## src/rtl/uart_pkg.sv

```systemverilog
// Shared types and constants for the UART transmit-side arbiters.
package uart_pkg;

    localparam int UART_BYTE_W = 8;

    typedef enum logic [1:0] {
        ARB_IDLE  = 2'd0,
        ARB_BURST = 2'd1,
        ARB_DRAIN = 2'd2
    } arb_state_e;

    // Index width for a requester vector; a single requester still gets one bit.
    function automatic int idx_width(input int n);
        return (n > 1) ? $clog2(n) : 1;
    endfunction

endpackage

```

## src/rtl/uart_rr_picker.sv

```systemverilog
// Combinational round-robin picker: first valid requester after the last grant,
// wrapping modulo N_REQ.
module uart_rr_picker
    import uart_pkg::*;
#(
    parameter int N_REQ = 4,
    parameter int IDX_W = idx_width(N_REQ)
) (
    input  logic [N_REQ-1:0] i_req_valid,
    input  logic [IDX_W-1:0] i_last_grant,
    output logic             o_any,
    output logic [IDX_W-1:0] o_idx
);

    int w_cand;

    // NOTE: every output of a combinational block gets a default before any branch,
    // otherwise a path that skips the assignment infers a latch.
    always_comb begin
        o_any  = 1'b0;
        o_idx  = '0;
        w_cand = 0;
        for (int off = 1; off <= N_REQ; off++) begin
            w_cand = int'(i_last_grant) + off;
            if (w_cand >= N_REQ) begin
                w_cand = w_cand - N_REQ;
            end
            if (!o_any && i_req_valid[w_cand]) begin
                o_any = 1'b1;
                o_idx = IDX_W'(w_cand);
            end
        end
    end

endmodule

```

## src/rtl/uart_tx_arbiter.sv

```systemverilog
// Packet-locked round-robin arbiter feeding one UART TX core through a 1-entry holding register.
// Optional burst watchdog enabled by defining UART_ARB_WATCHDOG_EN.
module uart_tx_arbiter
    import uart_pkg::*;
#(
    parameter  int N_REQ   = 4,
    parameter  int TIMEOUT = 255,
    parameter  int TO_W    = 8,
    localparam int IDX_W   = idx_width(N_REQ)
) (
    input  logic                         CLKIN,
    input  logic                         RESET,
    input  logic                         clock_enable,
    input  logic [N_REQ-1:0]             req_valid,
    input  logic [UART_BYTE_W*N_REQ-1:0] req_data,
    input  logic [N_REQ-1:0]             req_last,
    output logic [N_REQ-1:0]             req_ready,
    output logic [UART_BYTE_W-1:0]       tx_data,
    output logic                         tx_valid,
    input  logic                         tx_ready,
    output logic                         grant_valid,
    output logic [IDX_W-1:0]             grant_id,
    output logic                         abort
);

    if (N_REQ < 1 || TIMEOUT < 1 || TIMEOUT > (2 ** TO_W) - 1) begin : g_param_check
        $error("uart_tx_arbiter: illegal N_REQ/TIMEOUT/TO_W combination");
    end

    arb_state_e             r_state, w_state_nxt;
    logic [IDX_W-1:0]       r_grant_id, w_grant_id_nxt;
    logic [IDX_W-1:0]       r_last_grant, w_last_grant_nxt;
    logic                   r_grant_valid, w_grant_valid_nxt;
    logic                   r_tx_valid, w_tx_valid_nxt;
    logic [UART_BYTE_W-1:0] r_tx_data, w_tx_data_nxt;

    logic                   w_pick_any;
    logic [IDX_W-1:0]       w_pick_idx;
    logic                   w_g_valid, w_g_last, w_space, w_accept, w_drain;
    logic [UART_BYTE_W-1:0] w_g_data;

    uart_rr_picker #(
        .N_REQ (N_REQ),
        .IDX_W (IDX_W)
    ) u_picker (
        .i_req_valid  (req_valid),
        .i_last_grant (r_last_grant),
        .o_any        (w_pick_any),
        .o_idx        (w_pick_idx)
    );

    assign w_g_valid = req_valid[r_grant_id];
    assign w_g_last  = req_last[r_grant_id];
    assign w_g_data  = req_data[int'(r_grant_id)*UART_BYTE_W +: UART_BYTE_W];

    // The holding register has room if it is empty or is being emptied this cycle.
    assign w_space  = !r_tx_valid || tx_ready;
    assign w_drain  = r_tx_valid && tx_ready && clock_enable;
    assign w_accept = (r_state == ARB_BURST) && w_space && clock_enable && w_g_valid;

    always_comb begin
        req_ready = '0;
        if (r_state == ARB_BURST && w_space && clock_enable) begin
            req_ready[r_grant_id] = 1'b1;
        end
    end

`ifdef UART_ARB_WATCHDOG_EN
    logic [TO_W-1:0] r_wd, w_wd_nxt;
    logic            r_abort, w_abort_nxt;
`endif

    always_comb begin
        w_state_nxt       = r_state;
        w_grant_id_nxt    = r_grant_id;
        w_last_grant_nxt  = r_last_grant;
        w_grant_valid_nxt = r_grant_valid;
        w_tx_valid_nxt    = r_tx_valid;
        w_tx_data_nxt     = r_tx_data;
`ifdef UART_ARB_WATCHDOG_EN
        w_wd_nxt          = r_wd;
        w_abort_nxt       = 1'b0;
`endif
        if (clock_enable) begin
            if (w_drain) begin
                w_tx_valid_nxt = 1'b0;
            end
            unique case (r_state)
                ARB_IDLE: begin
                    if (w_pick_any) begin
                        w_grant_id_nxt    = w_pick_idx;
                        w_grant_valid_nxt = 1'b1;
                        w_state_nxt       = ARB_BURST;
`ifdef UART_ARB_WATCHDOG_EN
                        w_wd_nxt          = '0;
`endif
                    end
                end
                ARB_BURST: begin
                    if (w_accept) begin
                        w_tx_data_nxt  = w_g_data;
                        w_tx_valid_nxt = 1'b1;
`ifdef UART_ARB_WATCHDOG_EN
                        w_wd_nxt       = '0;
`endif
                        if (w_g_last) begin
                            w_state_nxt = ARB_DRAIN;
                        end
                    end
`ifdef UART_ARB_WATCHDOG_EN
                    // A silent requester loses the grant; the byte already held still goes out.
                    else if (!w_g_valid) begin
                        if (r_wd == TO_W'(TIMEOUT - 1)) begin
                            w_abort_nxt      = 1'b1;
                            w_state_nxt      = ARB_DRAIN;
                            w_last_grant_nxt = r_grant_id;
                        end else begin
                            w_wd_nxt = r_wd + 1'b1;
                        end
                    end
`endif
                end
                ARB_DRAIN: begin
                    if (w_space) begin
                        w_state_nxt       = ARB_IDLE;
                        w_grant_valid_nxt = 1'b0;
                        w_last_grant_nxt  = r_grant_id;
                    end
                end
                default: w_state_nxt = ARB_IDLE;
            endcase
        end
    end

    // NOTE: sequential state uses non-blocking assignments so every register samples
    // the pre-edge values, independent of statement order.
    always_ff @(posedge CLKIN) begin
        if (RESET) begin
            r_state       <= ARB_IDLE;
            r_grant_id    <= '0;
            r_last_grant  <= IDX_W'(N_REQ - 1);
            r_grant_valid <= 1'b0;
            r_tx_valid    <= 1'b0;
            r_tx_data     <= '0;
        end else begin
            r_state       <= w_state_nxt;
            r_grant_id    <= w_grant_id_nxt;
            r_last_grant  <= w_last_grant_nxt;
            r_grant_valid <= w_grant_valid_nxt;
            r_tx_valid    <= w_tx_valid_nxt;
            r_tx_data     <= w_tx_data_nxt;
        end
    end

`ifdef UART_ARB_WATCHDOG_EN
    // The abort pulse is not gated by clock_enable so it lasts exactly one CLKIN cycle.
    always_ff @(posedge CLKIN) begin
        if (RESET) begin
            r_wd    <= '0;
            r_abort <= 1'b0;
        end else begin
            r_wd    <= w_wd_nxt;
            r_abort <= w_abort_nxt;
        end
    end

    assign abort = r_abort;
`else
    assign abort = 1'b0;
`endif

    assign tx_data     = r_tx_data;
    assign tx_valid    = r_tx_valid;
    assign grant_valid = r_grant_valid;
    assign grant_id    = r_grant_id;

endmodule

```

## config.mk

```make
export PLATFORM = sky130hd
export DESIGN_NAME = uart_tx_arbiter
export DESIGN_NICKNAME = d
export VERILOG_FILES = /design/src/rtl/uart_pkg.sv /design/src/rtl/uart_rr_picker.sv /design/src/rtl/uart_tx_arbiter.sv
export SDC_FILE = /design/constraint.sdc
export NUM_CORES = 1
export LEC_CHECK = 0
export ABC_AREA = 1
export CORE_AREA = 2 2 59 61
export CTS_CLUSTER_DIAMETER = 120
export CTS_CLUSTER_SIZE = 12
export DETAILED_ROUTE_END_ITERATION = 10
export DIE_AREA = 0 0 61 63
export PLACE_DENSITY = 0.85
export REMOVE_ABC_BUFFERS = 1
export SETUP_SLACK_MARGIN = 0.02
export SYNTH_ARGS = -nofsm -noshare
export SYNTH_HDL_FRONTEND = slang
export SYNTH_SLANG_ARGS = --single-unit
```

## constraint.sdc

```tcl
create_clock -name CLKIN -period 1.7 [get_ports CLKIN]
set_input_delay 0.17 -clock CLKIN [delete_from_list [all_inputs] [get_ports CLKIN]]
set_output_delay 0.17 -clock CLKIN [all_outputs]
set_load 0.02 [all_outputs]
```

# [After elaboration in Yosys (flattened, before gate mapping)]
# Cells that the tools add are included.
[classes] order_cmp=10 shift=1 mux=42 add_sub_neg=8 n_reduce_logical=21 n_eq_ne=6
[ops] cell=">= comparator 32 x 4 -> 1 bit (second input constant)" n=4
[ops] cell="< comparator 32 x 4 -> 1 bit (second input constant)" n=4
[ops] cell="two-way mux 32 bit" n=4
[ops] cell="subtractor 32 x 4 -> 32 bit (second input constant)" n=4
[ops] cell="variable part select 32 x 6 -> 8 bit" n=1
[ops] cell="two-way mux 1 bit" n=20
[ops] cell="two-way mux 2 bit" n=8
[ops] cell="binary-select mux 1 bit (select 2 bit)" n=6
[ops] cell="logical AND 1 bit" n=9
[ops] cell="AND reduction 3 bit" n=3
[ops] cell="adder 2 x 2 -> 3 bit (second input constant)" n=2
[ops] cell="inequality test 2 bit (second input constant)" n=3
[ops] cell="one-hot mux 2 bit (3 select lines)" n=1
[ops] cell="AND reduction 5 bit" n=1
[ops] cell="adder 2 x 3 -> 4 bit (second input constant)" n=1
[ops] cell="logical NOT 1 bit" n=4
[ops] cell="two-way mux 4 bit" n=1
[ops] cell="AND reduction 4 bit" n=1
[ops] cell="adder 2 x 1 -> 3 bit (second input constant)" n=1
[ops] cell="< comparator 2 x 3 -> 1 bit (second input constant)" n=1
[ops] cell="demux 1 bit (select 2 bit)" n=1
[ops] cell="equality test 2 x 1 -> 1 bit (second input constant)" n=1
[ops] cell="equality test 2 bit (second input constant)" n=1
[ops] cell=">= comparator 2 x 1 -> 1 bit (second input constant)" n=1
[ops] cell="5 further kinds" n=5
[totals] wordCells=94 output_inout_bits=17 in_bits=44 ff_bits=16

# [Depth between registers and ports, before layout]
# Gate-level depths: netlist (run 1).
[logic_depth] word_depth=18 ltp_mapped=13 ltp_nobuf=11

# [Cells and area by module]
# From an unflattened synthesis (run 1), not the netlist that was laid out.
[hier_totals] cells_unflattened=208 area_unflattened_um2=1270.0
[modules_own_cells] module="uart_tx_arbiter" area_each_um2=979.7 seq_area_each_um2=320.3 cells_per_inst=159 n_inst=1
[modules_own_cells] module="uart_rr_picker" area_each_um2=290.3 seq_area_each_um2=0.0 cells_per_inst=49 n_inst=1

# [Least setup slack after synthesis (run 1)]
# Ideal clock, no wire load.
[synth_path] path_kind="register to register" startpoint="register r_grant_id[1], in the netlist grant_id[1]" endpoint="register r_tx_data[4], in the netlist tx_data[4]" synth_period_minus_slack_ps=1507 setup_ps=127 n_path_buf=3 stages_incl_launch_ff=13 slack_ps=193 t_required_ps=1573 arrival_time_ps=1379 cell_sequence="dfxtp_1 buf_6 inv_4 buf_6 nand2_4 nor2_2 nor2_2 nand2_2 nand2_4 inv_4 buf_8 o21ai_2 a21oi_2"
[synth_between] elab_chain_len=4 elab_cells_between_ends=5 classes_between="shift (1); mux (2); reduce/logical (2)"
[synth_lines] element="from (decl)" line="uart_tx_arbiter.sv:31" text="logic [IDX_W-1:0] r_grant_id, w_grant_id_nxt;"
[synth_lines] element="from (signal assigned)" line="uart_tx_arbiter.sv:147" text="r_grant_id <= w_grant_id_nxt;"
[synth_lines] element="parallel branches: the longest is 4 deep, another holds variable part select 32 x 6 -> 8 bit"
[synth_lines] element="to (signal assigned)" line="uart_tx_arbiter.sv:151" text="r_tx_data <= w_tx_data_nxt;"
[synth_lines] element="to (decl)" line="uart_tx_arbiter.sv:35" text="logic [UART_BYTE_W-1:0] r_tx_data, w_tx_data_nxt;"
# Parallel ways; which one is timed is not known. The select of a mux whose other input is x is not followed.
# A chain may end at the register's enable or synchronous reset.

# [Final worst setup path (run 1)]
[layout_path] startpoint="register r_last_grant[0]" endpoint="register r_grant_id[0], in the netlist grant_id[0]"
[layout_between] elab_chain_len=17 elab_cells_between_ends=43 classes_between="add/sub (8); order compare (4); mux (24); reduce/logical (7)"
[layout_lines] element="from (decl)" line="uart_tx_arbiter.sv:32" text="logic [IDX_W-1:0] r_last_grant, w_last_grant_nxt;"
[layout_lines] element="from (signal assigned)" line="uart_tx_arbiter.sv:141" text="r_last_grant <= IDX_W'(N_REQ - 1);"
[layout_lines] element="from (signal assigned)" line="uart_tx_arbiter.sv:148" text="r_last_grant <= w_last_grant_nxt;"
[layout_lines] element="adder 2 x 1 -> 3 bit" line="uart_rr_picker.sv:24" text="w_cand = int'(i_last_grant) + off;"
[layout_lines] element="subtractor 32 x 4 -> 32 bit / >= comparator 32 x 4 -> 1 bit (equally long branches)" line="uart_rr_picker.sv:26, uart_rr_picker.sv:25"
[layout_lines] element="two-way mux 32 bit" line="uart_rr_picker.sv:25" text="if (w_cand >= N_REQ) begin"
[layout_lines] element="binary-select mux 1 bit (select 2 bit)" line="uart_rr_picker.sv:28" text="if (!o_any && i_req_valid[w_cand]) begin"
[layout_lines] element="two-way mux 1 bit (implied by the code) (2 in series)" line="uart_rr_picker.sv:28"
[layout_lines] element="two-way mux 1 bit" line="uart_rr_picker.sv:28"
[layout_lines] element="logical NOT 1 bit" line="uart_rr_picker.sv:28"
[layout_lines] element="logical AND 1 bit" line="uart_rr_picker.sv:28"
[layout_lines] element="two-way mux 1 bit" line="uart_rr_picker.sv:28"
[layout_lines] element="logical NOT 1 bit" line="uart_rr_picker.sv:28"
[layout_lines] element="logical AND 1 bit" line="uart_rr_picker.sv:28"
[layout_lines] element="two-way mux 1 bit" line="uart_rr_picker.sv:28"
[layout_lines] element="logical NOT 1 bit" line="uart_rr_picker.sv:28"
[layout_lines] element="logical AND 1 bit" line="uart_rr_picker.sv:28"
[layout_lines] element="two-way mux 1 bit" line="uart_rr_picker.sv:28"
[layout_lines] element="AND reduction 3 bit (no line)"
# Several ways; a longest one is shown, not always the timed one. The select of a mux whose other input is x is not followed.

==> results of run 1 <==
==> sequential cells by signal (all words and copies together), names as in the netlist <==
name,count
tx_data,8
r_last_grant,2
tx_valid,1
r_state,2
grant_id,2
grant_valid,1
==> worst max path at each step <==
stage / slack [ns] / from / to / cells past startpoint
floorplan: 0.05 / grant_id[0]$_SDFFE_PP0P_ / tx_data[0]$_SDFFE_PP0P_ / 9
global placement: -0.27 / clock_enable / req_ready[0] / 7
detailed placement: -0.29 / clock_enable / req_ready[1] / 7
CTS: 0.03 / tx_valid$_SDFFE_PP0P_ / req_ready[1] / 7
global route: 0.02 / r_last_grant[0]$_SDFFE_PP1P_ / grant_id[1]$_SDFFE_PP0P_ / 11
finish: 0.16 / r_last_grant[0]$_SDFFE_PP1P_ / grant_id[0]$_SDFFE_PP0P_ / 9
==> worst min-delay path, cell delays in order, from the launching register on <==
cell and delay, ns:
sky130_fd_sc_hd__dfxtp_1 0.33, sky130_fd_sc_hd__inv_1 0.05, sky130_fd_sc_hd__a21oi_1 0.05
==> synth_stat cells <==
| library cell | instances |
|---|---|
| sky130_fd_sc_hd__buf_4 | 2 |
| sky130_fd_sc_hd__inv_2 | 3 |
| sky130_fd_sc_hd__nand2_1 | 62 |
| sky130_fd_sc_hd__nand2_2 | 3 |
| sky130_fd_sc_hd__nand4_1 | 3 |
| sky130_fd_sc_hd__dfxtp_1 | 16 |
| sky130_fd_sc_hd__nor2_1 | 17 |
| sky130_fd_sc_hd__buf_8 | 1 |
| sky130_fd_sc_hd__inv_1 | 17 |
| sky130_fd_sc_hd__o21ai_0 | 10 |
| sky130_fd_sc_hd__nor2_2 | 3 |
| sky130_fd_sc_hd__nand3_1 | 7 |
| sky130_fd_sc_hd__nor3_1 | 1 |
| sky130_fd_sc_hd__buf_2 | 3 |
| sky130_fd_sc_hd__nand3_2 | 2 |
| sky130_fd_sc_hd__o21ai_2 | 3 |
| sky130_fd_sc_hd__a21oi_2 | 2 |
| sky130_fd_sc_hd__conb_1 | 1 |
| sky130_fd_sc_hd__a21boi_0 | 1 |
| sky130_fd_sc_hd__inv_4 | 3 |
| sky130_fd_sc_hd__nor2_4 | 2 |
| sky130_fd_sc_hd__a221oi_1 | 9 |
| sky130_fd_sc_hd__a21oi_1 | 21 |
| sky130_fd_sc_hd__buf_6 | 2 |
| sky130_fd_sc_hd__nand2_4 | 2 |
==> cell type report <==
cell class | instances | share of cell area [%]
clock buffer | 4 | 1.92
inverter | 23 | 4.97
timing repair buffer | 67 | 33.3
multi-input combinational | 149 | 39.8
tap | 46 | 3.05
sequential | 16 | 17.0
==> power by group <==
group          switching [µW]  total [µW]  internal (µW)  leakage [µW]
Combinational             419         748            329      0.000718
Sequential               35.9         452            416      0.000131
Clock                     131         262            131     0.0000210
Total                     585        1460            876      0.000870
==> kinds of logic (layout without fill, tap and decap cells) <==
kind of cell	count (synthesis)	in the layout	share of synthesized area [%]
buffers and inverters	31	94	13.1
other	1	1	0.305
and+or+nand+nor	102	102	37.3
DFF	16	16	26.1
AOI/OAI and AO/OA	46	46	23.2
==> metal layers <==
layer  wire [µm]  part of all wire (%)
met5           0                     0
met1        1350                    40
met2        1670                    50
met3         275                   8.2
met4          53                   1.6
==> stage by stage <==
stage                     std cells  hold WS [ns]  area (µm²)  setup slack [ns]  utilization [%]
final                           305         0.457        1890             0.159             58.4
after global routing            305         0.479        1890            0.0212             58.4
after CTS                       305         0.460        1910            0.0253             59.0
after detailed placement        301         0.444        1870            -0.286             57.8
after global placement          301         0.434        1870            -0.275             57.8
after floorplan                 188         0.239        1160            0.0520                -
==> flow_results.xml, run 1 <==
<?xml version="1.0" encoding="UTF-8"?>
<metrics>
  <group name="setup_path">
    <metric name="critical-path-top-cell-by-count" unit="">sky130_fd_sc_hd__nand2_1</metric>
    <metric name="timing_worst_setup_path_type" unit="">reg2reg</metric>
    <metric name="cp_num_buf_inv" unit="">2</metric>
    <metric name="crit_path_max_fanout" unit="">10</metric>
    <metric name="critPathSlowestCell" unit="">sky130_fd_sc_hd__dfxtp_1</metric>
    <metric name="critical_path.reg2reg.startpoint" unit="">r_last_grant[0]$_SDFFE_PP1P_</metric>
    <metric name="worstRegToRegCells" unit="">9</metric>
    <metric name="crit_family" unit="">flip-flops</metric>
    <metric name="critPathLaunchType" unit="">register</metric>
    <metric name="setup.worst_path.end_class" unit="">register</metric>
    <metric name="reg2reg_setup_slack" unit="ns">0.16</metric>
    <metric name="worst-endpoint-required" unit="ns">1.89</metric>
    <metric name="critical_path.max_stage_delay" unit="ns">0.50</metric>
    <metric name="crit_arrival" unit="ns">1.73</metric>
    <metric name="worstReg2RegEnd" unit="">grant_id[0]$_SDFFE_PP0P_</metric>
    <metric name="worst_path_cell_trace" unit="">inv_4 &gt; nand2_1 &gt; nand2_1 &gt; o21ai_2 &gt; inv_1 &gt; nand3_2 &gt; nand2_2 &gt; a21oi_1 &gt; nor2_1</metric>
  </group>
  <group name="sta">
    <metric name="unrepaired_setup_endpoints_after_global_routing" unit="">false</metric>
    <metric name="fin_tns_setup" unit="ns">0</metric>
    <metric name="slew_viol_final" unit="">0</metric>
    <metric name="timing.final.hold_violations" unit="">0</metric>
    <metric name="final_period_minus_worst_setup_slack" unit="ns">1.54</metric>
    <metric name="min_period_over_period" unit="%">90.6</metric>
    <metric name="fin_skew" unit="ns">0.0136</metric>
    <metric name="timing.fmax" unit="MHz">649</metric>
    <metric name="finalSetupViolations" unit="">0</metric>
  </group>
  <group name="synth">
    <metric name="synth.top_cells.by_area" unit="">sky130_fd_sc_hd__dfxtp_1, sky130_fd_sc_hd__nand2_1, sky130_fd_sc_hd__a21oi_1, sky130_fd_sc_hd__a221oi_1, sky130_fd_sc_hd__inv_1</metric>
    <metric name="yosysUniqueCellTypes" unit="">25</metric>
    <metric name="synthesis.yosys.warnings" unit="">0</metric>
    <metric name="yosysSeqAreaShare" unit="%">26.1</metric>
    <metric name="avgSynthCellArea" unit="µm²">6.27</metric>
    <metric name="yosys.area.top_type" unit="">sky130_fd_sc_hd__dfxtp_1</metric>
    <metric name="synthCells" unit="">196</metric>
    <metric name="netlist.area_leader.share" unit="%">26.1</metric>
    <metric name="synth_area" unit="µm²">1230</metric>
    <metric name="seq_cells_post_synth" unit="">16</metric>
  </group>
  <group name="place">
    <metric name="dp_hpwl" unit="µm">2730</metric>
    <metric name="buffer_ports.inserted" unit="">59</metric>
    <metric name="routabilityCongestion" unit="">0.785</metric>
  </group>
  <group name="grt">
    <metric name="grt_pass1_vias" unit="">1417</metric>
    <metric name="number_of_antenna_violations_at_the_first_check_in_global_routing" unit="">0</metric>
    <metric name="global_route.usage.total" unit="%">19.2</metric>
    <metric name="grt_first_pass_wirelength" unit="µm">5710</metric>
    <metric name="grt_util_met1" unit="%">21.1</metric>
    <metric name="global_route.usage.met2" unit="%">33.1</metric>
    <metric name="met3_usage" unit="%">5.80</metric>
    <metric name="grt_most_used_layer" unit="">met2</metric>
    <metric name="grt_overflow" unit="">0</metric>
    <metric name="maximum_number_of_pins_on_one_net_before_global_route_repair" unit="">17</metric>
  </group>
  <group name="final_layout">
    <metric name="mostFrequentLayoutCells" unit="">sky130_fd_sc_hd__nand2_1, sky130_fd_sc_hd__clkdlybuf4s50_1, sky130_fd_sc_hd__a21oi_1</metric>
    <metric name="final.fill_count" unit="">321</metric>
    <metric name="seqCellArea" unit="µm²">320</metric>
    <metric name="multiInputGateArea" unit="µm²">751</metric>
    <metric name="proportion_of_layout_cells_with_a_drive_suffix_above_1" unit="%">15.4</metric>
    <metric name="mostFrequentLayoutCell" unit="">sky130_fd_sc_hd__nand2_1</metric>
    <metric name="areaGrowthSynthToFinish" unit="%">53.6</metric>
    <metric name="final_nets" unit="">304</metric>
    <metric name="antenna-diode-count" unit="">0</metric>
  </group>
  <group name="floorplanning">
    <metric name="horiz_die_dim" unit="µm">61</metric>
    <metric name="core.rowCount" unit="">21</metric>
    <metric name="die_area" unit="µm²">3840</metric>
    <metric name="chipHeight" unit="µm">63</metric>
    <metric name="top_level_ports" unit="">61</metric>
    <metric name="start_util" unit="%">38.0</metric>
    <metric name="coreArea" unit="µm²">3230</metric>
  </group>
  <group name="clocking">
    <metric name="post_cts_resized" unit="">12</metric>
    <metric name="clock_sink_count" unit="">16</metric>
    <metric name="cts_htree_levels" unit="">1</metric>
    <metric name="post-cts-setup-buffer-count" unit="">0</metric>
    <metric name="insertion_delay" unit="ns">0.30</metric>
    <metric name="tritoncts_clock_tree" unit="">done</metric>
    <metric name="number_of_buffers_created_by_cts" unit="">3</metric>
    <metric name="ctsHoldBuffers" unit="">0</metric>
    <metric name="clockRootBuffer" unit="">sky130_fd_sc_hd__clkbuf_4</metric>
    <metric name="clk_pin_slew_worst_paths" unit="ns">0.10</metric>
    <metric name="cts_buffer_depth" unit="">2</metric>
  </group>
  <group name="status">
    <metric name="outcome" unit="">finished, final reports clean</metric>
  </group>
  <group name="pwr">
    <metric name="total_power_consumption_of_the_routed_design" unit="µW">1460</metric>
    <metric name="pwr_density_cell" unit="nW/µm²">775</metric>
    <metric name="total_leakage_power" unit="µW">0.000870</metric>
    <metric name="largest_vdd_supply_drop" unit="mV">0.445</metric>
  </group>
  <group name="flow_run">
    <metric name="maxCapViolations" unit="">0</metric>
  </group>
  <group name="detailed_routing">
    <metric name="ant_nets" unit="">0</metric>
    <metric name="detail_route.vias_per_cell" unit="">4.78</metric>
    <metric name="dr_total_vias" unit="">1457</metric>
    <metric name="routed_wirelength" unit="µm">3350</metric>
    <metric name="drt_drc_violations_left" unit="">0</metric>
    <metric name="detail_route.first_pass.iterations" unit="">4</metric>
    <metric name="drt-initial-drc-count" unit="">21</metric>
    <metric name="detail_route.wl_per_cell" unit="µm">11.0</metric>
  </group>
  <group name="worst_hold_path">
    <metric name="hold_path.startpoint" unit="">grant_valid$_SDFFE_PP0P_</metric>
    <metric name="timing.hold.worst.class" unit="">reg2reg</metric>
    <metric name="min_to" unit="">grant_valid$_SDFFE_PP0P_</metric>
    <metric name="holdPathStages" unit="">2</metric>
  </group>
</metrics>
(Power assumes the default switching activity.)
==> run 2, diff against run 1 <==
ABC_AREA = not set   (was 1)
CORE_AREA = 2 2 56 58   (was 2 2 59 61)
DIE_AREA = 0 0 58 60   (was 0 0 61 63)
MAX_ROUTING_LAYER = met4   (was not set)
PLACE_DENSITY = 0.84   (was 0.85)
==> run 2 against run 1 <==
  * Final cell count is 34% lower
  * Clock-buffer cell count unchanged
  * Utilization rose by 1.6 points
  * Critical path depth shrank 4
  * Wire length fell by 8.4%
  * Total power shrank 30%
  * Sequential power is 10% lower
  * Largest power group is now sequential cells
  * Clock power is 2% lower
  * Via count is 27% lower
==> flow_results.xml, run 2 <==
<?xml version="1.0" encoding="UTF-8"?>
<metrics>
  <group name="detailed_routing">
    <metric name="routed_wirelength" unit="µm">3070</metric>
    <metric name="drt-initial-drc-count" unit="">30</metric>
    <metric name="detail_route.first_pass.iterations" unit="">4</metric>
    <metric name="detail_route.vias_per_cell" unit="">5.34</metric>
    <metric name="dr_total_vias" unit="">1068</metric>
    <metric name="detail_route.wl_per_cell" unit="µm">15.4</metric>
    <metric name="drt_drc_violations_left" unit="">0</metric>
    <metric name="ant_nets" unit="">0</metric>
  </group>
  <group name="flow_run">
    <metric name="maxCapViolations" unit="">0</metric>
  </group>
  <group name="pwr">
    <metric name="largest_vdd_supply_drop" unit="mV">0.332</metric>
    <metric name="total_leakage_power" unit="µW">0.000735</metric>
    <metric name="pwr_density_cell" unit="nW/µm²">587</metric>
  </group>
  <group name="worst_hold_path">
    <metric name="hold_path.startpoint" unit="">grant_valid$_SDFFE_PP0P_</metric>
    <metric name="min_to" unit="">grant_valid$_SDFFE_PP0P_</metric>
    <metric name="holdPathStages" unit="">2</metric>
    <metric name="timing.hold.worst.class" unit="">reg2reg</metric>
  </group>
  <group name="place">
    <metric name="buffer_ports.inserted" unit="">59</metric>
    <metric name="dpl-instance-area" unit="µm²">1710</metric>
    <metric name="dp_hpwl" unit="µm">2480</metric>
    <metric name="routabilityCongestion" unit="">0.769</metric>
  </group>
  <group name="final_layout">
    <metric name="final_nets" unit="">212</metric>
    <metric name="final.fill_count" unit="">220</metric>
    <metric name="fin_area" unit="µm²">1740</metric>
    <metric name="largest_register_ffs" unit="">8</metric>
    <metric name="mostFrequentLayoutCells" unit="">sky130_fd_sc_hd__clkdlybuf4s50_1, sky130_fd_sc_hd__dfxtp_1, sky130_fd_sc_hd__buf_4</metric>
    <metric name="proportion_of_layout_cells_with_a_drive_suffix_above_1" unit="%">21.0</metric>
    <metric name="multiInputGateArea" unit="µm²">623</metric>
    <metric name="mostFrequentLayoutCell" unit="">sky130_fd_sc_hd__clkdlybuf4s50_1</metric>
    <metric name="antenna-diode-count" unit="">0</metric>
    <metric name="seqCellArea" unit="µm²">322</metric>
    <metric name="areaGrowthSynthToFinish" unit="%">75.6</metric>
  </group>
  <group name="setup_path">
    <metric name="worst-endpoint-required" unit="ns">1.89</metric>
    <metric name="setup.worst_path.end_class" unit="">register</metric>
    <metric name="timing_worst_setup_path_type" unit="">reg2reg</metric>
    <metric name="worst_path_cell_trace" unit="">mux4_2 &gt; nand4_1 &gt; buf_12 &gt; mux2i_1 &gt; nor2_1</metric>
    <metric name="worstRegToRegCells" unit="">5</metric>
    <metric name="critPathSlowestCell" unit="">sky130_fd_sc_hd__mux4_2</metric>
    <metric name="worstReg2RegEnd" unit="">tx_data[6]$_SDFFE_PP0P_</metric>
    <metric name="crit_arrival" unit="ns">1.81</metric>
    <metric name="crit_path_max_fanout" unit="">9</metric>
    <metric name="critical_path.max_stage_delay" unit="ns">0.55</metric>
    <metric name="critical_path.reg2reg.startpoint" unit="">grant_id[1]$_SDFFE_PP0P_</metric>
    <metric name="reg2reg_setup_slack" unit="ns">0.09</metric>
    <metric name="critPathLaunchType" unit="">register</metric>
  </group>
  <group name="synth">
    <metric name="synth-compound-area-share" unit="%">8.21</metric>
    <metric name="synthCells" unit="">95</metric>
    <metric name="synth-main-ff-cell" unit="">sky130_fd_sc_hd__dfxtp_1</metric>
    <metric name="yosysSeqAreaShare" unit="%">32.3</metric>
    <metric name="synth_area" unit="µm²">991</metric>
    <metric name="post-synth-top-count-cell" unit="">sky130_fd_sc_hd__dfxtp_1</metric>
    <metric name="yosysUniqueCellTypes" unit="">31</metric>
    <metric name="post_synth_fa_ha_maj_area_fraction" unit="%">0</metric>
    <metric name="synth.area.mux_share" unit="%">34.6</metric>
    <metric name="synth_top_family_by_area" unit="">multiplexers</metric>
    <metric name="async_reset_ff_share" unit="%">0</metric>
    <metric name="synthSimpleGateAreaFrac" unit="%">18.9</metric>
    <metric name="synthesis.yosys.warnings" unit="">0</metric>
    <metric name="avgSynthCellArea" unit="µm²">10.4</metric>
    <metric name="seq_cells_post_synth" unit="">16</metric>
    <metric name="yosys.area.top_type" unit="">sky130_fd_sc_hd__dfxtp_1</metric>
    <metric name="synth_commonest_cells" unit="">sky130_fd_sc_hd__dfxtp_1, sky130_fd_sc_hd__mux2i_1, sky130_fd_sc_hd__nor2_1</metric>
    <metric name="synth-xor-area-share" unit="%">0</metric>
    <metric name="synth.top_cells.by_area" unit="">sky130_fd_sc_hd__dfxtp_1, sky130_fd_sc_hd__mux4_2, sky130_fd_sc_hd__mux2i_1, sky130_fd_sc_hd__mux4_1, sky130_fd_sc_hd__nor2_1</metric>
    <metric name="synth_enable_flop_cells" unit="">0</metric>
    <metric name="netlist.area_leader.share" unit="%">32.3</metric>
  </group>
  <group name="clocking">
    <metric name="tritoncts_clock_tree" unit="">done</metric>
    <metric name="insertion_delay" unit="ns">0.29</metric>
    <metric name="number_of_buffers_created_by_cts" unit="">3</metric>
    <metric name="clk_pin_slew_worst_paths" unit="ns">0.09</metric>
    <metric name="clock_sink_count" unit="">16</metric>
    <metric name="cts_buffer_depth" unit="">2</metric>
    <metric name="cts_htree_levels" unit="">1</metric>
    <metric name="clockRootBuffer" unit="">sky130_fd_sc_hd__clkbuf_4</metric>
    <metric name="post-cts-setup-buffer-count" unit="">0</metric>
  </group>
  <group name="grt">
    <metric name="grt_first_pass_wirelength" unit="µm">4840</metric>
    <metric name="global_route.usage.total" unit="%">19.3</metric>
    <metric name="maximum_number_of_pins_on_one_net_before_global_route_repair" unit="">11</metric>
    <metric name="grt_overflow" unit="">0</metric>
    <metric name="number_of_antenna_violations_at_the_first_check_in_global_routing" unit="">0</metric>
    <metric name="grt_pass1_vias" unit="">1121</metric>
  </group>
  <group name="floorplanning">
    <metric name="start_util" unit="%">34.1</metric>
    <metric name="die_area" unit="µm²">3480</metric>
    <metric name="core.rowCount" unit="">20</metric>
    <metric name="horiz_die_dim" unit="µm">58</metric>
    <metric name="top_level_ports" unit="">61</metric>
    <metric name="coreArea" unit="µm²">2900</metric>
    <metric name="chipHeight" unit="µm">60</metric>
  </group>
  <group name="sta">
    <metric name="timing.fmax" unit="MHz">619</metric>
    <metric name="final_period_minus_worst_setup_slack" unit="ns">1.61</metric>
    <metric name="finalSetupViolations" unit="">0</metric>
    <metric name="timing.final.hold_violations" unit="">0</metric>
    <metric name="fin_skew" unit="ns">0.00402</metric>
    <metric name="transition_at_the_pin_with_the_smallest_max_transition_slack" unit="ns">0.539</metric>
    <metric name="min_period_over_period" unit="%">95.0</metric>
    <metric name="slew_viol_final" unit="">0</metric>
    <metric name="unrepaired_setup_endpoints_after_global_routing" unit="">true</metric>
    <metric name="slew_headroom" unit="%">64.0</metric>
    <metric name="fin_tns_setup" unit="ns">0</metric>
  </group>
  <group name="status">
    <metric name="outcome" unit="">finished, final reports clean</metric>
  </group>
</metrics>
run 2: worst max-delay path: cells and delay by family, from the launching register on:
family                 cells  cell delay [ns]
multiplexers               2             0.75
buffers and inverters      1             0.16
flip-flops                 1             0.37
AND/OR/NAND/NOR            2             0.24
run 2: layout make-up:
cell class / count / share of cell area, %
Timing Repair Buffer: 75 / 40.8
Tap cell: 33 / 2.37
Clock buffer: 4 / 2.08
Sequential cell: 16 / 18.5
Inverter: 2 / 0.431
Multi-Input combinational cell: 70 / 35.8
run 2: how the worst max path moves through the flow:
stage	to	slack [ns]	startpoint	depth (start not counted)
finish	tx_data[6]$_SDFFE_PP0P_	0.09	grant_id[1]$_SDFFE_PP0P_	5
global route	req_ready[0]	0.02	r_state[0]$_SDFFE_PP0P_	4
CTS	tx_data[6]$_SDFFE_PP0P_	0.04	grant_id[1]$_SDFFE_PP0P_	5
detailed placement	req_ready[1]	-0.21	tx_ready	6
global placement	req_ready[3]	-0.17	tx_ready	5
floorplan	tx_data[0]$_SDFFE_PP0P_	-0.33	grant_id[1]$_SDFFE_PP0P_	4
run 2: metrics by stage:
| stage | std cells | hold WS [ns] | power, µW | util, % | worst slack, ns |
|---|---|---|---|---|---|
| 2_1_floorplan | 88 | 0.239 | 564 | - | -0.328 |
| 3_3_place_gp | 196 | 0.471 | 764 | 58.8 | -0.175 |
| 3_5_place_dp | 196 | 0.490 | 773 | 58.8 | -0.212 |
| 4_1_cts | 200 | 0.509 | 1030 | 60.1 | 0.0390 |
| 5_1_grt | 200 | 0.535 | 1080 | 60.0 | 0.0191 |
| 6_report | 200 | 0.504 | 1020 | 60.0 | 0.0857 |
run 2: repair_timing:
item | in CTS | in global routing
hold buffers | 0 | 0
gates resized for setup | 12 | 5
setup endpoints to repair | 6 | 7
run 2: cells by family (layout without fill, tap and decap cells):
kind of cell | after synthesis | in the layout
DFF | 16 | 16
AOI/OAI and AO/OA | 12 | 12
and+or+nand+nor | 36 | 36
buffers and inverters | 9 | 81
other | 1 | 1
muxes | 21 | 21
run 2: report_power, final:
part	leakage [µW]	internal [µW]	switching (µW)
logic	0.000584	225	134
clock network	0.0000210	131	127
registers	0.000131	394	11.8
total	0.000735	750	272
run 2: layer usage:
metal	wire length (µm)	track usage (%)	up-vias
met2	1480	33.6	60
met4	137	13.6	0
met3	304	6.06	14
met1	1150	17.9	491
li1	-	-	503
met5	0	-	-
==> run 3, diff against run 2 <==
CORE_AREA = 2 2 58 60   (was 2 2 56 58)
DIE_AREA = 0 0 60 62   (was 0 0 58 60)
PLACE_DENSITY = 0.82   (was 0.84)
clock period = 1.3 ns   (was 1.7 ns; I/O delays follow)
==> run 3 against run 2 <==
  * Clock skew is 0.0035 ns lower
  * Sequential power is 32% higher
  * Non-clock buffer count is 7 higher
  * Critical path depth stayed put
  * Utilization is 0.37 points lower
  * Maximum frequency is 5.8% higher
  * Worst setup slack worse by 0.31 ns
  * Global-route usage is 3.2 points lower
  * The run now ends with setup timing left
==> flow_results.xml, run 3 (same netlist as run 2, synthesis figures left out) <==
<?xml version="1.0" encoding="UTF-8"?>
<metrics>
  <group name="sta">
    <metric name="slew_viol_final" unit="">0</metric>
    <metric name="setup_ws" unit="ns">-0.225</metric>
    <metric name="timing.final.hold_violations" unit="">0</metric>
    <metric name="unrepaired_setup_endpoints_after_global_routing" unit="">true</metric>
    <metric name="timing.fmax" unit="MHz">656</metric>
    <metric name="min_period_over_period" unit="%">117</metric>
    <metric name="final_period_minus_worst_setup_slack" unit="ns">1.53</metric>
    <metric name="finalSetupViolations" unit="">15</metric>
    <metric name="fin_skew" unit="ns">0.000528</metric>
    <metric name="fin_worst_hold_slack" unit="ns">0.189</metric>
  </group>
  <group name="setup_path">
    <metric name="worst-endpoint-required" unit="ns">1.48</metric>
    <metric name="critPathSlowestCell" unit="">sky130_fd_sc_hd__mux4_2</metric>
    <metric name="reg2reg_setup_slack" unit="ns">-0.23</metric>
    <metric name="critical_path.reg2reg.startpoint" unit="">grant_id[1]$_SDFFE_PP0P_</metric>
    <metric name="crit_path_max_fanout" unit="">9</metric>
    <metric name="setup.worst_path.end_class" unit="">register</metric>
    <metric name="worst_path_cell_trace" unit="">mux4_2 &gt; nand4_1 &gt; buf_12 &gt; mux2i_1 &gt; nor2_1</metric>
    <metric name="timing_worst_setup_path_type" unit="">reg2reg</metric>
    <metric name="critical_path.max_stage_delay" unit="ns">0.53</metric>
    <metric name="startpoint" unit="">grant_id[1]$_SDFFE_PP0P_</metric>
    <metric name="crit_arrival" unit="ns">1.71</metric>
    <metric name="critPathLaunchType" unit="">register</metric>
  </group>
  <group name="clocking">
    <metric name="insertion_delay" unit="ns">0.28</metric>
    <metric name="tritoncts_clock_tree" unit="">done</metric>
    <metric name="number_of_buffers_created_by_cts" unit="">3</metric>
    <metric name="clk_pin_slew_worst_paths" unit="ns">0.09</metric>
    <metric name="clockRootBuffer" unit="">sky130_fd_sc_hd__clkbuf_4</metric>
    <metric name="clock_sink_count" unit="">16</metric>
    <metric name="cts_htree_levels" unit="">1</metric>
    <metric name="ctsHoldBuffers" unit="">0</metric>
    <metric name="cts_buffer_depth" unit="">2</metric>
  </group>
  <group name="detailed_routing">
    <metric name="detail_route.first_pass.iterations" unit="">4</metric>
    <metric name="drt-initial-drc-count" unit="">19</metric>
    <metric name="detail_route.vias_per_cell" unit="">4.85</metric>
    <metric name="routed_wirelength" unit="µm">3120</metric>
    <metric name="detail_route.wl_per_cell" unit="µm">14.2</metric>
    <metric name="drt_drc_violations_left" unit="">0</metric>
    <metric name="ant_nets" unit="">0</metric>
    <metric name="dr_total_vias" unit="">1067</metric>
  </group>
  <group name="grt">
    <metric name="global_route.usage.total" unit="%">16.1</metric>
    <metric name="number_of_antenna_violations_at_the_first_check_in_global_routing" unit="">0</metric>
    <metric name="maximum_number_of_pins_on_one_net_before_global_route_repair" unit="">11</metric>
    <metric name="grt_overflow" unit="">0</metric>
    <metric name="grt_first_pass_wirelength" unit="µm">4270</metric>
    <metric name="grt_pass1_vias" unit="">926</metric>
  </group>
  <group name="status">
    <metric name="violated_checks" unit="">setup timing</metric>
    <metric name="outcome" unit="">finished with violations</metric>
  </group>
  <group name="final_layout">
    <metric name="final_nets" unit="">219</metric>
    <metric name="largest_register_ffs" unit="">8</metric>
    <metric name="fin_cells" unit="">220</metric>
    <metric name="mostFrequentLayoutCells" unit="">sky130_fd_sc_hd__clkdlybuf4s50_1, sky130_fd_sc_hd__buf_4, sky130_fd_sc_hd__dfxtp_1</metric>
    <metric name="antenna-diode-count" unit="">0</metric>
    <metric name="mostFrequentLayoutCell" unit="">sky130_fd_sc_hd__clkdlybuf4s50_1</metric>
    <metric name="areaGrowthSynthToFinish" unit="%">91.2</metric>
    <metric name="final.fill_count" unit="">260</metric>
    <metric name="proportion_of_layout_cells_with_a_drive_suffix_above_1" unit="%">31.6</metric>
  </group>
  <group name="floorplanning">
    <metric name="core.rowCount" unit="">21</metric>
    <metric name="start_util" unit="%">31.2</metric>
    <metric name="chipHeight" unit="µm">62</metric>
    <metric name="top_level_ports" unit="">61</metric>
    <metric name="horiz_die_dim" unit="µm">60</metric>
    <metric name="die_area" unit="µm²">3720</metric>
    <metric name="coreArea" unit="µm²">3180</metric>
  </group>
  <group name="place">
    <metric name="dp_hpwl" unit="µm">2310</metric>
    <metric name="pre_cts_slack" unit="ns">-0.534</metric>
    <metric name="buffer_ports.inserted" unit="">59</metric>
    <metric name="routabilityCongestion" unit="">0.714</metric>
    <metric name="post-place-cells" unit="">212</metric>
  </group>
  <group name="pwr">
    <metric name="total_leakage_power" unit="µW">0.000854</metric>
    <metric name="largest_vdd_supply_drop" unit="mV">0.300</metric>
    <metric name="pwr_density_cell" unit="nW/µm²">722</metric>
    <metric name="total_power_consumption_of_the_routed_design" unit="µW">1370</metric>
  </group>
  <group name="worst_hold_path">
    <metric name="timing.hold.worst.class" unit="">in2reg</metric>
    <metric name="hold_path.startpoint" unit="">tx_ready</metric>
  </group>
  <group name="flow_run">
    <metric name="maxCapViolations" unit="">0</metric>
  </group>
</metrics>
[run 3: final timing paths]
| kind | end | cells past startpoint |
|---|---|---|
| min | tx_valid$_SDFFE_PP0P_ | 4 |
| max reg2reg | tx_data[7]$_SDFFE_PP0P_ | 5 |
| min reg2reg | tx_data[4]$_SDFFE_PP0P_ | 2 |
| max | tx_data[7]$_SDFFE_PP0P_ | 5 |
[run 3: power by group]
part / internal (µW) / leakage, µW / total (µW) / switching, µW
Clock: 170 / 0.0000210 / 320 / 150
Sequential: 518 / 0.000132 / 535 / 17.8
Combinational: 318 / 0.000702 / 513 / 195
[run 3: metrics by stage]
stage | TNS, ns | util [%] | cell area [µm²]
after floorplan | -7.54 | - | 943
after global placement | -7.43 | 54.9 | 1750
after detailed placement | -8.02 | 54.9 | 1750
after CTS | -2.22 | 58.4 | 1860
after global routing | -3.38 | 59.6 | 1890
final | -2.37 | 59.6 | 1890
[run 3: area by class of cell]
| cell class | instances | area (µm²) | share of cell area, % |
|---|---|---|---|
| multi-input cells | 70 | 681 | 35.9 |
| well taps | 46 | 57.6 | 3.04 |
| flip-flops and latches | 16 | 325 | 17.2 |
| repair buffers | 82 | 787 | 41.5 |
| clock buffers | 4 | 36.3 | 1.92 |
| inverters | 2 | 7.51 | 0.396 |
[run 3: layer usage]
metal | part of all wire (%) | vias to the layer above | GRT usage [%]
met3 | 7.6 | 2 | 3.93
met2 | 51 | 45 | 29.5
met4 | 0.35 | 0 | 4.76
met1 | 41 | 507 | 17.1
met5 | 0 | - | -
li1 | - | 513 | -
[run 3: timing repair]
| item | 4_1_cts | 5_1_grt |
|---|---|---|
| resized for setup | 56 | 9 |
| endpoints found under the setup margin | 30 | 20 |
| buffers inserted | 2 | 2 |
| pin swaps | 8 | 6 |
| endpoints found under the hold margin | 0 | 0 |
[run 3: worst max-delay path, delay by kind of cell (launching register included)]
kind                   cells  cell delay (ns)
buffers and inverters      1             0.15
flip-flops                 1             0.35
multiplexers               2             0.72
AND/OR/NAND/NOR            2             0.20
